===== src/rtl/add12u_sched_pkg.sv =====
// Shared types and the round-robin pick helper for the add12u time-sharing scheduler.
package add12u_sched_pkg;

  localparam int OPW    = 12;
  localparam int SUMW   = 13;
  localparam int MAXREQ = 8;

  typedef logic [OPW-1:0]  operand_t;
  typedef logic [SUMW-1:0] sum_t;

  typedef enum logic {
    EMPTY = 1'b0,
    FULL  = 1'b1
  } rsp_state_e;

  // One-hot grant for the first asserted valid at or after ptr, wrapping at n.
  function automatic logic [MAXREQ-1:0] rr_pick(input logic [MAXREQ-1:0] valid,
                                               input logic [2:0]        ptr,
                                               input logic [3:0]        n);
    logic [MAXREQ-1:0] g;
    logic              found;
    logic [3:0]        idx;
    g     = '0;
    found = 1'b0;
    for (int k = 0; k < MAXREQ; k++) begin
      idx = {1'b0, ptr} + 4'(k);
      if (idx >= n) idx = idx - n;
      if ((4'(k) < n) && !found && valid[idx[2:0]]) begin
        g[idx[2:0]] = 1'b1;
        found       = 1'b1;
      end
    end
    return g;
  endfunction

endpackage


===== src/rtl/add12u_share_sched_rr_arbiter.sv =====
// Round-robin arbiter: owns the rotating priority pointer, advances it past each accepted grant.
module rr_arbiter
  import add12u_sched_pkg::*;
#(
  parameter  int NREQ = 4,
  localparam int IDW  = $clog2(NREQ)
) (
  input  logic            clk,
  input  logic            rst,
  input  logic [NREQ-1:0] valid,
  input  logic            advance_en,
  output logic [NREQ-1:0] grant,
  output logic [IDW-1:0]  grant_idx
);

  logic [IDW-1:0]    rr_ptr_q, rr_ptr_d;
  logic [MAXREQ-1:0] pick;

  always_comb begin
    pick      = rr_pick(MAXREQ'(valid), 3'(rr_ptr_q), 4'(NREQ));
    grant     = NREQ'(pick);
    grant_idx = '0;
    for (int i = 0; i < NREQ; i++) begin
      if (grant[i]) grant_idx = IDW'(i);
    end
    rr_ptr_d = rr_ptr_q;
    // Explicit wrap keeps the pointer inside 0..NREQ-1 for non-power-of-2 NREQ.
    if (advance_en && |grant) begin
      rr_ptr_d = (grant_idx == IDW'(NREQ - 1)) ? '0 : grant_idx + IDW'(1);
    end
  end

  always_ff @(posedge clk) begin
    if (rst) rr_ptr_q <= '0;
    else     rr_ptr_q <= rr_ptr_d;
  end

endmodule


===== src/rtl/add12u_share_sched.sv =====
// Time-shares one external 12-bit adder among NREQ requesters; single-entry tagged result buffer.
// Optional mismatch monitor against an exact sum is built when ADD12U_SCHED_ERRMON_EN is defined.
module add12u_share_sched
  import add12u_sched_pkg::*;
#(
  parameter  int NREQ = 4,
  localparam int IDW  = $clog2(NREQ)
) (
`ifdef ADD12U_SCHED_ERRMON_EN
  input  logic                clr_err,
  output logic [15:0]         err_cnt,
  output sum_t                err_max,
`endif
  input  logic                clk,
  input  logic                rst,
  input  logic [NREQ-1:0]     req_valid,
  output logic [NREQ-1:0]     req_ready,
  input  logic [NREQ*OPW-1:0] req_a,
  input  logic [NREQ*OPW-1:0] req_b,
  output operand_t            add_a,
  output operand_t            add_b,
  input  sum_t                add_o,
  output logic                rsp_valid,
  input  logic                rsp_ready,
  output logic [IDW-1:0]      rsp_id,
  output sum_t                rsp_sum
);

  // state | meaning
  // EMPTY | no result held ; FULL | result held in rsp_* until rsp_ready
  rsp_state_e      state_q, state_d;
  sum_t            rsp_sum_q, rsp_sum_d;
  logic [IDW-1:0]  rsp_id_q, rsp_id_d;
  logic [NREQ-1:0] grant;
  logic [IDW-1:0]  grant_idx;
  logic            can_accept, handshake;

  rr_arbiter #(.NREQ(NREQ)) u_arb (
    .clk        (clk),
    .rst        (rst),
    .valid      (req_valid),
    .advance_en (handshake),
    .grant      (grant),
    .grant_idx  (grant_idx)
  );

  always_comb begin
    can_accept = (state_q == EMPTY) || rsp_ready;
    req_ready  = (can_accept && !rst) ? grant : '0;
    handshake  = |req_ready;
    add_a      = '0;
    add_b      = '0;
    for (int i = 0; i < NREQ; i++) begin
      if (grant[i] && !rst) begin
        add_a = req_a[OPW*i +: OPW];
        add_b = req_b[OPW*i +: OPW];
      end
    end
    rsp_sum_d = rsp_sum_q;
    rsp_id_d  = rsp_id_q;
    if (handshake) begin
      rsp_sum_d = add_o;
      rsp_id_d  = grant_idx;
    end
    state_d = state_q;
    case (state_q)
      EMPTY:   if (handshake) state_d = FULL;
      FULL:    if (!handshake && rsp_ready) state_d = EMPTY;
      default: state_d = EMPTY;
    endcase
  end

  always_ff @(posedge clk) begin
    if (rst) begin
      state_q   <= EMPTY;
      rsp_sum_q <= '0;
      rsp_id_q  <= '0;
    end else begin
      state_q   <= state_d;
      rsp_sum_q <= rsp_sum_d;
      rsp_id_q  <= rsp_id_d;
    end
  end

  assign rsp_valid = (state_q == FULL);
  assign rsp_sum   = rsp_sum_q;
  assign rsp_id    = rsp_id_q;

`ifdef ADD12U_SCHED_ERRMON_EN
  sum_t        exact_sum, err_diff, err_max_q, err_max_d;
  logic [15:0] err_cnt_q, err_cnt_d;

  always_comb begin
    exact_sum = SUMW'(add_a) + SUMW'(add_b);
    err_diff  = (exact_sum >= add_o) ? exact_sum - add_o : add_o - exact_sum;
    err_cnt_d = err_cnt_q;
    err_max_d = err_max_q;
    if (clr_err) begin
      err_cnt_d = '0;
      err_max_d = '0;
    end else if (handshake && (err_diff != '0)) begin
      if (err_cnt_q != '1) err_cnt_d = err_cnt_q + 16'd1;
      if (err_diff > err_max_q) err_max_d = err_diff;
    end
  end

  always_ff @(posedge clk) begin
    if (rst) begin
      err_cnt_q <= '0;
      err_max_q <= '0;
    end else begin
      err_cnt_q <= err_cnt_d;
      err_max_q <= err_max_d;
    end
  end

  assign err_cnt = err_cnt_q;
  assign err_max = err_max_q;
`endif

endmodule


===== config.mk =====
export PLATFORM = sky130hd
export DESIGN_NAME = add12u_share_sched
export DESIGN_NICKNAME = d
export VERILOG_FILES = /design/src/rtl/add12u_sched_pkg.sv /design/src/rtl/add12u_share_sched_rr_arbiter.sv /design/src/rtl/add12u_share_sched.sv
export SDC_FILE = /design/constraint.sdc
export NUM_CORES = 1
export LEC_CHECK = 0
export ABC_AREA = 1
export CAP_MARGIN = 0
export CELL_PAD_IN_SITES_DETAIL_PLACEMENT = 1
export CELL_PAD_IN_SITES_GLOBAL_PLACEMENT = 1
export CORE_UTILIZATION = 23
export DETAILED_ROUTE_END_ITERATION = 10
export PLACE_DENSITY_LB_ADDON = 0.1
export RECOVER_POWER = 100
export SLEW_MARGIN = 20
export SYNTH_ARGS = -nofsm -noshare
export SYNTH_HDL_FRONTEND = slang
export SYNTH_SLANG_ARGS = --single-unit

===== constraint.sdc =====
create_clock -name clk -period 4.8 [get_ports clk]
set_clock_uncertainty 0.05 [all_clocks]
set_input_delay 0.48 -clock clk [delete_from_list [all_inputs] [get_ports clk]]
set_output_delay 0.48 -clock clk [all_outputs]
set_load 0.02 [all_outputs]

==> flow_summary.json, run 1 <==
{
  "cts_tree": "yes",
  "drive_above_1_share": 0.0550,
  "cts_setup_buffers": 0,
  "clock.fmax_mhz": 230,
  "p_total_mw": 2.15,
  "cp.required_ps": 4270,
  "power_density_nw_per_um2": 543,
  "drtIter0Drc": 56,
  "final_cell_mix": "nand2_1 (165), clkdlybuf4s50_1 (119), nand3_1 (61)",
  "cp_top_family": "simple AND/OR/NAND/NOR gates",
  "clock_path_buffers": 2,
  "rsz0062_at_grt": "no",
  "cts.clk_slew.worst_paths_ps": 70,
  "cp-start-kind": "flop",
  "antenna_found_initial": 0,
  "status": "finished, final reports clean",
  "final_antenna_net_count": 0,
  "yosysUniqueCellTypes": 25,
  "crit_buf_inv": 4,
  "synth_seq_cells": 18,
  "hold_ws_ps": 430,
  "stdcell_area_um2": 3950,
  "avgSynthCellArea_um2": 5.42,
  "clk_latency_ps": 250,
  "crit_arrival_ps": 3820,
  "min_period_ps": 4350,
  "end_kind": "primary output",
  "final_common_cell": "nand2_1",
  "drt-total-wl_mm": 8.82,
  "setup_violations": 0,
  "initial_core_util": 0.241,
  "drv_cap": 0,
  "grt_use_total": 0.172,
  "hold_path.class": "reg -> reg",
  "cts_buffers": 3,
  "post-place-ws_ps": 752,
  "yosysWarnings": 0,
  "die_h_um": 101,
  "p_leak_nw": 1.99,
  "n_fill_cell": 1284,
  "routabilityCongestion": 0.772,
  "path_max_fanout": 27,
  "period_share": 0.905,
  "utilization": 0.421,
  "die_w_um": 101,
  "fp-row-count": 35,
  "h-tree-depth": 1,
  "fin_setup_tns_ps": 0,
  "crit_top_cell": "nand2_1",
  "first_pass_iters": 4,
  "postPlaceCellArea_um2": 3910,
  "cpPeakStageDelay_ps": 680,
  "max_slew_margin": 0.318,
  "design.portCount": 160,
  "synthesis.nets": 541,
  "cts_resized": 0,
  "diodes": 0,
  "ir_drop_v": 0.000242,
  "die-area_um2": 10200,
  "fin_cells": 693,
  "core_um2": 9370,
  "layout_setup_ws_ps": 455,
  "hold_buffers": 0,
  "grt_pass1_wl_mm": 14.0,
  "nets": 689,
  "synth_sequential_area_ratio": 0.160,
  "io_buffers": 159,
  "drc": 0,
  "grt_max_degree": 42,
  "cts-root-buf": "clkbuf_8",
  "syn-instance-count": 417,
  "viasPerCell": 4.32,
  "dp.cells": 689,
  "finalHoldViolCount": 0,
  "path_class": "reg -> out",
  "timing.final.max_slew_violations": 0,
  "crit_chain": "inv_1, ha_1, inv_1, nand3_1, nand3_2, nand2_1, inv_2, nand3_2, nand3_4, nor2_4, nand2_1, nand2_1, nand3_1, nand2_1, dlygate4sd3_1",
  "tightest_slew_ps": 1020,
  "area_growth_pct": 74.8,
  "dp_hpwl_mm": 7.04,
  "via_count": 2993,
  "clock_sink_count": 18,
  "syn_area_um2": 2260,
  "wire_per_inst_um": 12.7,
  "crit_path_top_delay_cell": "dlygate4sd3_1",
  "overflow": 0,
  "grt_pass1_vias": 2982
}
sequential cells by signal, summed over array words and instances, names as in the netlist:
register	flops
rsp_sum	13
rsp_id	2
u_arb.rr_ptr_q	2
rsp_valid	1
tightest hold or removal path, cell delays in order (launching register included):
cell and delay [ps]:
dfxtp_1 320, nor2_1 40, nor2_1 80
synth_stat cells:
master | count | area share
a21oi_1 | 1 | 0.0022
o21ai_0 | 16 | 0.035
nand3_2 | 5 | 0.022
o21ai_1 | 1 | 0.0022
nor2_2 | 1 | 0.0028
clkinv_1 | 1 | 0.0017
buf_6 | 5 | 0.025
nand2_4 | 1 | 0.0050
inv_1 | 39 | 0.065
clkbuf_1 | 4 | 0.0066
dfxtp_1 | 18 | 0.16
buf_2 | 6 | 0.013
nand2_1 | 162 | 0.27
buf_1 | 1 | 0.0017
nor2_4 | 5 | 0.025
nand3_1 | 61 | 0.14
or2_1 | 16 | 0.044
inv_2 | 6 | 0.010
ha_1 | 8 | 0.044
nand2_2 | 9 | 0.025
nor2_1 | 38 | 0.063
nand3_4 | 1 | 0.0078
or2_0 | 9 | 0.025
clkbuf_2 | 1 | 0.0022
buf_4 | 2 | 0.0066
cells by family after synthesis:
kind of cell,after synthesis,share of synthesized area
buffers and inverters,65,0.132
adders and majority gates,8,0.0443
DFF,18,0.160
AOI/OAI and AO/OA,18,0.0399
and+or+nand+nor,308,0.624
layout make-up:
type,instances,area (µm²),area share
clock buffers,4,55.1,0.0139
inverters,46,173,0.0437
multi-input cells,334,1590,0.401
flip-flops and latches,18,360,0.0913
well taps,129,161,0.0409
repair buffers,162,1610,0.409
metal layers:
metal,vias up,share of wire,wire length [µm],track usage
met4,0,0.0074,65,0.0245
met3,7,0.059,517,0.0388
met2,78,0.52,4570,0.325
met1,1334,0.42,3660,0.199
li1,1574,-,-,-
met5,-,0,0,0
final timing paths:
| kind | slack [ps] | end | start | cells past startpoint |
|---|---|---|---|---|
| worst max-delay path | 450 | add_b[0] | u_arb.rr_ptr_q[1] | 15 |
| worst min-delay path | 430 | rsp_sum[1] | rsp_sum[1] | 2 |
| worst max register to register | 1360 | rsp_sum[6] | u_arb.rr_ptr_q[1] | 14 |
| worst min register to register | 430 | rsp_sum[1] | rsp_sum[1] | 2 |
power breakdown:
group          total [mW]  switching [mW]  internal, mW
sequential          0.238          0.0326         0.206
clock               0.124          0.0511        0.0729
combinational        1.78            1.09         0.692
Note: power is estimated with default switching activity, not from simulation.
==> inputs of run 2 (changes only) <==
--- a/config.mk
+++ b/config.mk
@@ -11,7 +11,7 @@
 export CELL_PAD_IN_SITES_GLOBAL_PLACEMENT = 1
 export CORE_UTILIZATION = 23
 export DETAILED_ROUTE_END_ITERATION = 10
-export PLACE_DENSITY_LB_ADDON = 0.1
+export PLACE_DENSITY = 0.87
 export RECOVER_POWER = 100
 export SLEW_MARGIN = 20
 export SYNTH_ARGS = -nofsm -noshare
==> run 2 against run 1 <==
Net effect: critical path depth is the same; worst hold slack lost 4.5 ps; first-iteration DRC count grew 66%; routed wire length grew 9.3%; worst setup slack lost 44 ps; total power grew 3.2%; via count grew 3.8%; clock power is essentially flat; combinational power grew 4%; cell area shrank 0.51%; largest cell class unchanged; largest power group unchanged.
==> flow_summary.json, run 2 (synthesis results as in run 1) <==
{
  "drt-total-wl_mm": 9.64,
  "setup_violations": 0,
  "timing.final.max_slew_violations": 0,
  "cts-root-buf": "clkbuf_8",
  "largest_reg_flops": 13,
  "power_density_nw_per_um2": 563,
  "postPlaceCellArea_um2": 3890,
  "die_h_um": 101,
  "nets": 687,
  "drc": 0,
  "first_pass_iters": 4,
  "status": "finished, final reports clean",
  "h-tree-depth": 1,
  "fin_setup_tns_ps": 0,
  "final_common_cell": "nand2_1",
  "die_w_um": 101,
  "period_share": 0.914,
  "clk_latency_ps": 250,
  "end_kind": "primary output",
  "ff2ff_setup_slack_ps": 1270,
  "min_period_ps": 4390,
  "finalHoldViolCount": 0,
  "cts_tree": "yes",
  "routabilityCongestion": 0.797,
  "drive_above_1_share": 0.0498,
  "stdcell_area_um2": 3930,
  "diodes": 0,
  "crit_arrival_ps": 3860,
  "fp-row-count": 35,
  "path_max_fanout": 25,
  "drv_cap": 0,
  "io_buffers": 159,
  "cts_resized": 0,
  "grt_pass1_wl_mm": 15.1,
  "drtIter0Drc": 93,
  "cp-endpoint": "add_a[3]",
  "cp.required_ps": 4270,
  "final_cell_mix": "nand2_1 (165), clkdlybuf4s50_1 (139), nand3_1 (62)",
  "viasPerCell": 4.49,
  "grt_use_total": 0.184,
  "hold_path.class": "reg -> reg",
  "tightest_slew_ps": 960,
  "cts.clk_slew.worst_paths_ps": 70,
  "final_antenna_net_count": 0,
  "area_growth_pct": 74.0,
  "cts_buffers": 3,
  "via_count": 3106,
  "p_leak_nw": 1.94,
  "rr_startpoint": "u_arb.rr_ptr_q[0]",
  "worstRegToRegCells": 14,
  "path_class": "reg -> out",
  "grt_pass1_vias": 3211,
  "r2r_end": "rsp_sum[6]",
  "clock.fmax_mhz": 228,
  "core_um2": 9370,
  "ir_drop_v": 0.000359,
  "clock_path_buffers": 2,
  "crit_start": "u_arb.rr_ptr_q[0]",
  "cp-start-kind": "flop",
  "grt_max_degree": 49,
  "max_slew_margin": 0.358,
  "hold_buffers": 0,
  "cts_setup_buffers": 0,
  "wire_per_inst_um": 13.9,
  "clock_sink_count": 18,
  "overflow": 0,
  "initial_core_util": 0.241,
  "dp_hpwl_mm": 7.84,
  "antenna_found_initial": 0,
  "rsz0062_at_grt": "no",
  "p_total_mw": 2.21,
  "die-area_um2": 10200,
  "design.portCount": 160
}
[run 2: cell count changes in the layout (fill, tap and decap cells not counted)]
cell,change
nand3_2,-1
dlygate4sd3_1,-20
clkdlybuf4s50_1,+20
nand3_1,+1
buf_4,-2
[run 2: how the worst min path moves through the flow]
stage	start	end	cells past startpoint
after detailed placement	rsp_sum[12]	rsp_sum[12]	2
after CTS	rsp_sum[12]	rsp_sum[12]	2
after floorplan	u_arb.rr_ptr_q[1]	u_arb.rr_ptr_q[1]	2
final	rsp_sum[12]	rsp_sum[12]	2
after global routing	rsp_sum[0]	rsp_sum[0]	2
after global placement	rsp_sum[5]	rsp_sum[5]	2
[run 2: power by group]
| group | total [mW] | switching [mW] | internal, mW |
|---|---|---|---|
| combinational | 1.85 | 1.11 | 0.735 |
| clock | 0.124 | 0.0510 | 0.0728 |
| sequential | 0.240 | 0.0344 | 0.206 |
| total | 2.21 | 1.20 | 1.01 |
[run 2: layout make-up]
class                           count  area (µm²)
Fill cell                        1293        5440
Timing Repair Buffer              160        1600
Multi-Input combinational cell    334        1580
Sequential cell                    18         360
Inverter                           46         173
Tap cell                          129         161
Clock buffer                        4        55.1
[run 2: routing by layer]
| metal | track usage | up-vias | part of all wire |
|---|---|---|---|
| met2 | 0.356 | 79 | 0.54 |
| met1 | 0.213 | 1444 | 0.40 |
| met4 | 0.0435 | 0 | 0.020 |
| li1 | - | 1567 | - |
| met3 | 0.0208 | 16 | 0.040 |
| met5 | 0 | - | 0 |
[run 2: critical path: stages, from the launching register on]
cell and delay, ps:
dfxtp_1 540, inv_2 150, ha_1 360, inv_1 90, nand3_1 110, nand3_2 110, nand2_1 120, nor2_4 150
nand2_1 80, nand3_2 110, inv_2 60, nor2_4 500, inv_2 370, nand3_1 200, nand2_1 80, clkdlybuf4s50_1 550
[run 2: stage by stage]
step / util / hold WS [ps] / setup WS [ps] / std cells
after floorplan: - / 498 / 2050 / 417
after global placement: 0.415 / 413 / 820 / 687
after detailed placement: 0.415 / 423 / 696 / 687
after CTS: 0.421 / 437 / 420 / 691
after global routing: 0.419 / 460 / 81.2 / 691
final: 0.419 / 425 / 411 / 691
==> inputs of run 3 (changes only) <==
--- a/config.mk
+++ b/config.mk
@@ -9,9 +9,10 @@
 export CAP_MARGIN = 0
 export CELL_PAD_IN_SITES_DETAIL_PLACEMENT = 1
 export CELL_PAD_IN_SITES_GLOBAL_PLACEMENT = 1
-export CORE_UTILIZATION = 23
+export CORE_UTILIZATION = 20
+export CTS_CLUSTER_SIZE = 25
 export DETAILED_ROUTE_END_ITERATION = 10
-export PLACE_DENSITY = 0.87
+export PLACE_DENSITY = 0.8
 export RECOVER_POWER = 100
 export SLEW_MARGIN = 20
 export SYNTH_ARGS = -nofsm -noshare
==> constraint.sdc (replaced) <==
create_clock -name clk -period 3.7 [get_ports clk]
set_clock_uncertainty 0.05 [all_clocks]
set_input_delay 0.37 -clock clk [delete_from_list [all_inputs] [get_ports clk]]
set_output_delay 0.37 -clock clk [all_outputs]
set_load 0.02 [all_outputs]
==> run 3 against run 2 <==
Net effect: sequential cell count stayed put; highest routed layer unchanged; critical endpoint is now req_ready[1]; largest cell class is now multi-input combinational cells; worst hold slack better by 11 ps; combinational power is 23% higher; non-clock buffer count is 9 higher.
==> flow_summary.json, run 3 (synthesis results as in run 1) <==
{
  "status": "finished, final reports clean",
  "design.portCount": 160,
  "hold_path.class": "reg -> reg",
  "min_path_cells": 2,
  "drive_above_1_share": 0.0717,
  "grt_use_met2": 0.322,
  "rsz0062_at_grt": "no",
  "final_common_cell": "nand2_1",
  "cts-root-buf": "clkbuf_16",
  "cts_tree": "yes",
  "grt_use_total": 0.164,
  "cp.required_ps": 3280,
  "cts_buffers": 3,
  "path_class": "reg -> out",
  "path_max_fanout": 8,
  "largest_reg_flops": 13,
  "grt_pass1_vias": 3329,
  "dp_hpwl_mm": 7.82,
  "stdcell_area_um2": 3950,
  "p_total_mw": 2.82,
  "cp-start-kind": "flop",
  "drtIter0Drc": 95,
  "finalHoldViolCount": 0,
  "max_slew_margin": 0.569,
  "antenna_found_initial": 0,
  "min_period_ps": 3360,
  "h-tree-depth": 1,
  "cts.clk_slew.worst_paths_ps": 50,
  "first_pass_iters": 4,
  "busiest_layer": "met2",
  "drc": 0,
  "final_antenna_net_count": 0,
  "setup_violations": 0,
  "nets": 697,
  "n_fill_cell": 1461,
  "fin_setup_tns_ps": 0,
  "crit_arrival_ps": 2940,
  "die_h_um": 108,
  "worstRegToRegCells": 17,
  "grt_pass1_wl_mm": 15.4,
  "rr_startpoint": "u_arb.rr_ptr_q[1]",
  "hold_buffers": 0,
  "core_um2": 10900,
  "crit_path_top_delay_cell": "clkdlybuf4s50_1",
  "clock_sink_count": 18,
  "clk_latency_ps": 250,
  "hold_ws_ps": 436,
  "met3_usage": 0.0247,
  "postPlaceCellArea_um2": 3980,
  "end_kind": "primary output",
  "p_leak_nw": 1.96,
  "fp-row-count": 38,
  "die_w_um": 108,
  "timing.final.max_slew_violations": 0,
  "crit_top_cell": "inv_1",
  "drv_cap": 0,
  "die-area_um2": 11700,
  "ir_drop_v": 0.000307,
  "use_met1": 0.179,
  "io_buffers": 159,
  "cpPeakStageDelay_ps": 610,
  "initial_core_util": 0.207,
  "r2r_end": "u_arb.rr_ptr_q[0]",
  "tightest_slew_ps": 646,
  "worstHoldStart": "rsp_sum[11]",
  "viasPerCell": 4.40,
  "overflow": 0,
  "via_count": 3132,
  "ff2ff_setup_slack_ps": 640,
  "utilization": 0.361,
  "clock_path_buffers": 2,
  "period_share": 0.909,
  "diodes": 0,
  "clock.fmax_mhz": 297,
  "routabilityCongestion": 0.767,
  "wire_per_inst_um": 13.9,
  "min_to": "rsp_sum[11]",
  "drt-total-wl_mm": 9.90,
  "final_cell_mix": "nand2_1 (165), clkdlybuf4s50_1 (116), nand3_1 (61)",
  "power_density_nw_per_um2": 714,
  "grt_max_degree": 49,
  "crit_chain": "inv_1, ha_1, inv_1, nand3_1, inv_1, nor2_1, nand3_1, nand2_1, clkinv_1, nand3_4, buf_4, nand2_1, inv_1, clkdlybuf4s50_1",
  "area_growth_pct": 74.9
}
[run 3: cell count changes in the layout (fill, tap and decap cells not counted), sizes merged]
cell,before,now
dlygate4sd3,20,19
inv,45,44
buf,1,10
clkinv,1,2
clkdlybuf4s50,139,116
clkbuf,4,28
nand3,67,68
[run 3: critical path: cells and delay by family, from the launching register on]
| kind | cells | cell delay, ps |
|---|---|---|
| adders and majority gates | 1 | 360 |
| buffers and inverters | 7 | 1290 |
| DFF | 1 | 390 |
| and+or+nand+nor | 6 | 670 |
[run 3: power by group]
group / internal, mW / switching, mW
Clock: 0.164 / 0.0740
Combinational: 0.784 / 1.48
Sequential: 0.270 / 0.0466
Total: 1.22 / 1.60
[run 3: per-stage QoR]
stage,cells,setup slack (ps)
after floorplan,417,1060
after global placement,704,295
after detailed placement,704,115
after CTS,709,10.2
after global routing,712,78.3
final,712,338
[run 3: how the worst max path moves through the flow]
stage                       from           end  cells past startpoint
2_1_floorplan  u_arb.rr_ptr_q[0]      add_a[0]                     17
4_1_cts        u_arb.rr_ptr_q[0]      add_a[8]                     18
6_report       u_arb.rr_ptr_q[1]  req_ready[1]                     14
3_3_place_gp   u_arb.rr_ptr_q[0]      add_a[3]                     16
3_5_place_dp   u_arb.rr_ptr_q[0]     add_b[10]                     16
5_1_grt        u_arb.rr_ptr_q[1]  req_ready[1]                     14
[run 3: area by class of cell]
cell class	count	area [µm²]	share of cell area
clock buffers	4	88.8	0.0225
well taps	140	175	0.0443
repair buffers	169	1550	0.391
inverters	46	175	0.0443
multi-input cells	335	1600	0.405
flip-flops and latches	18	365	0.0925
[run 3: what timing repair did]
item	4_1_cts	5_1_grt
gates cloned	1	0
pin swaps	1	2
resized for setup	2	29
buffers inserted	0	3
endpoints found under the setup margin	24	24
[run 3: per-layer routing]
layer  vias up  share of wire  wire [µm]
met5         -              0          0
met1      1447           0.40       3980
met4         0          0.018        174
met2        78           0.53       5270
li1       1595              -          -
met3        12          0.047        468
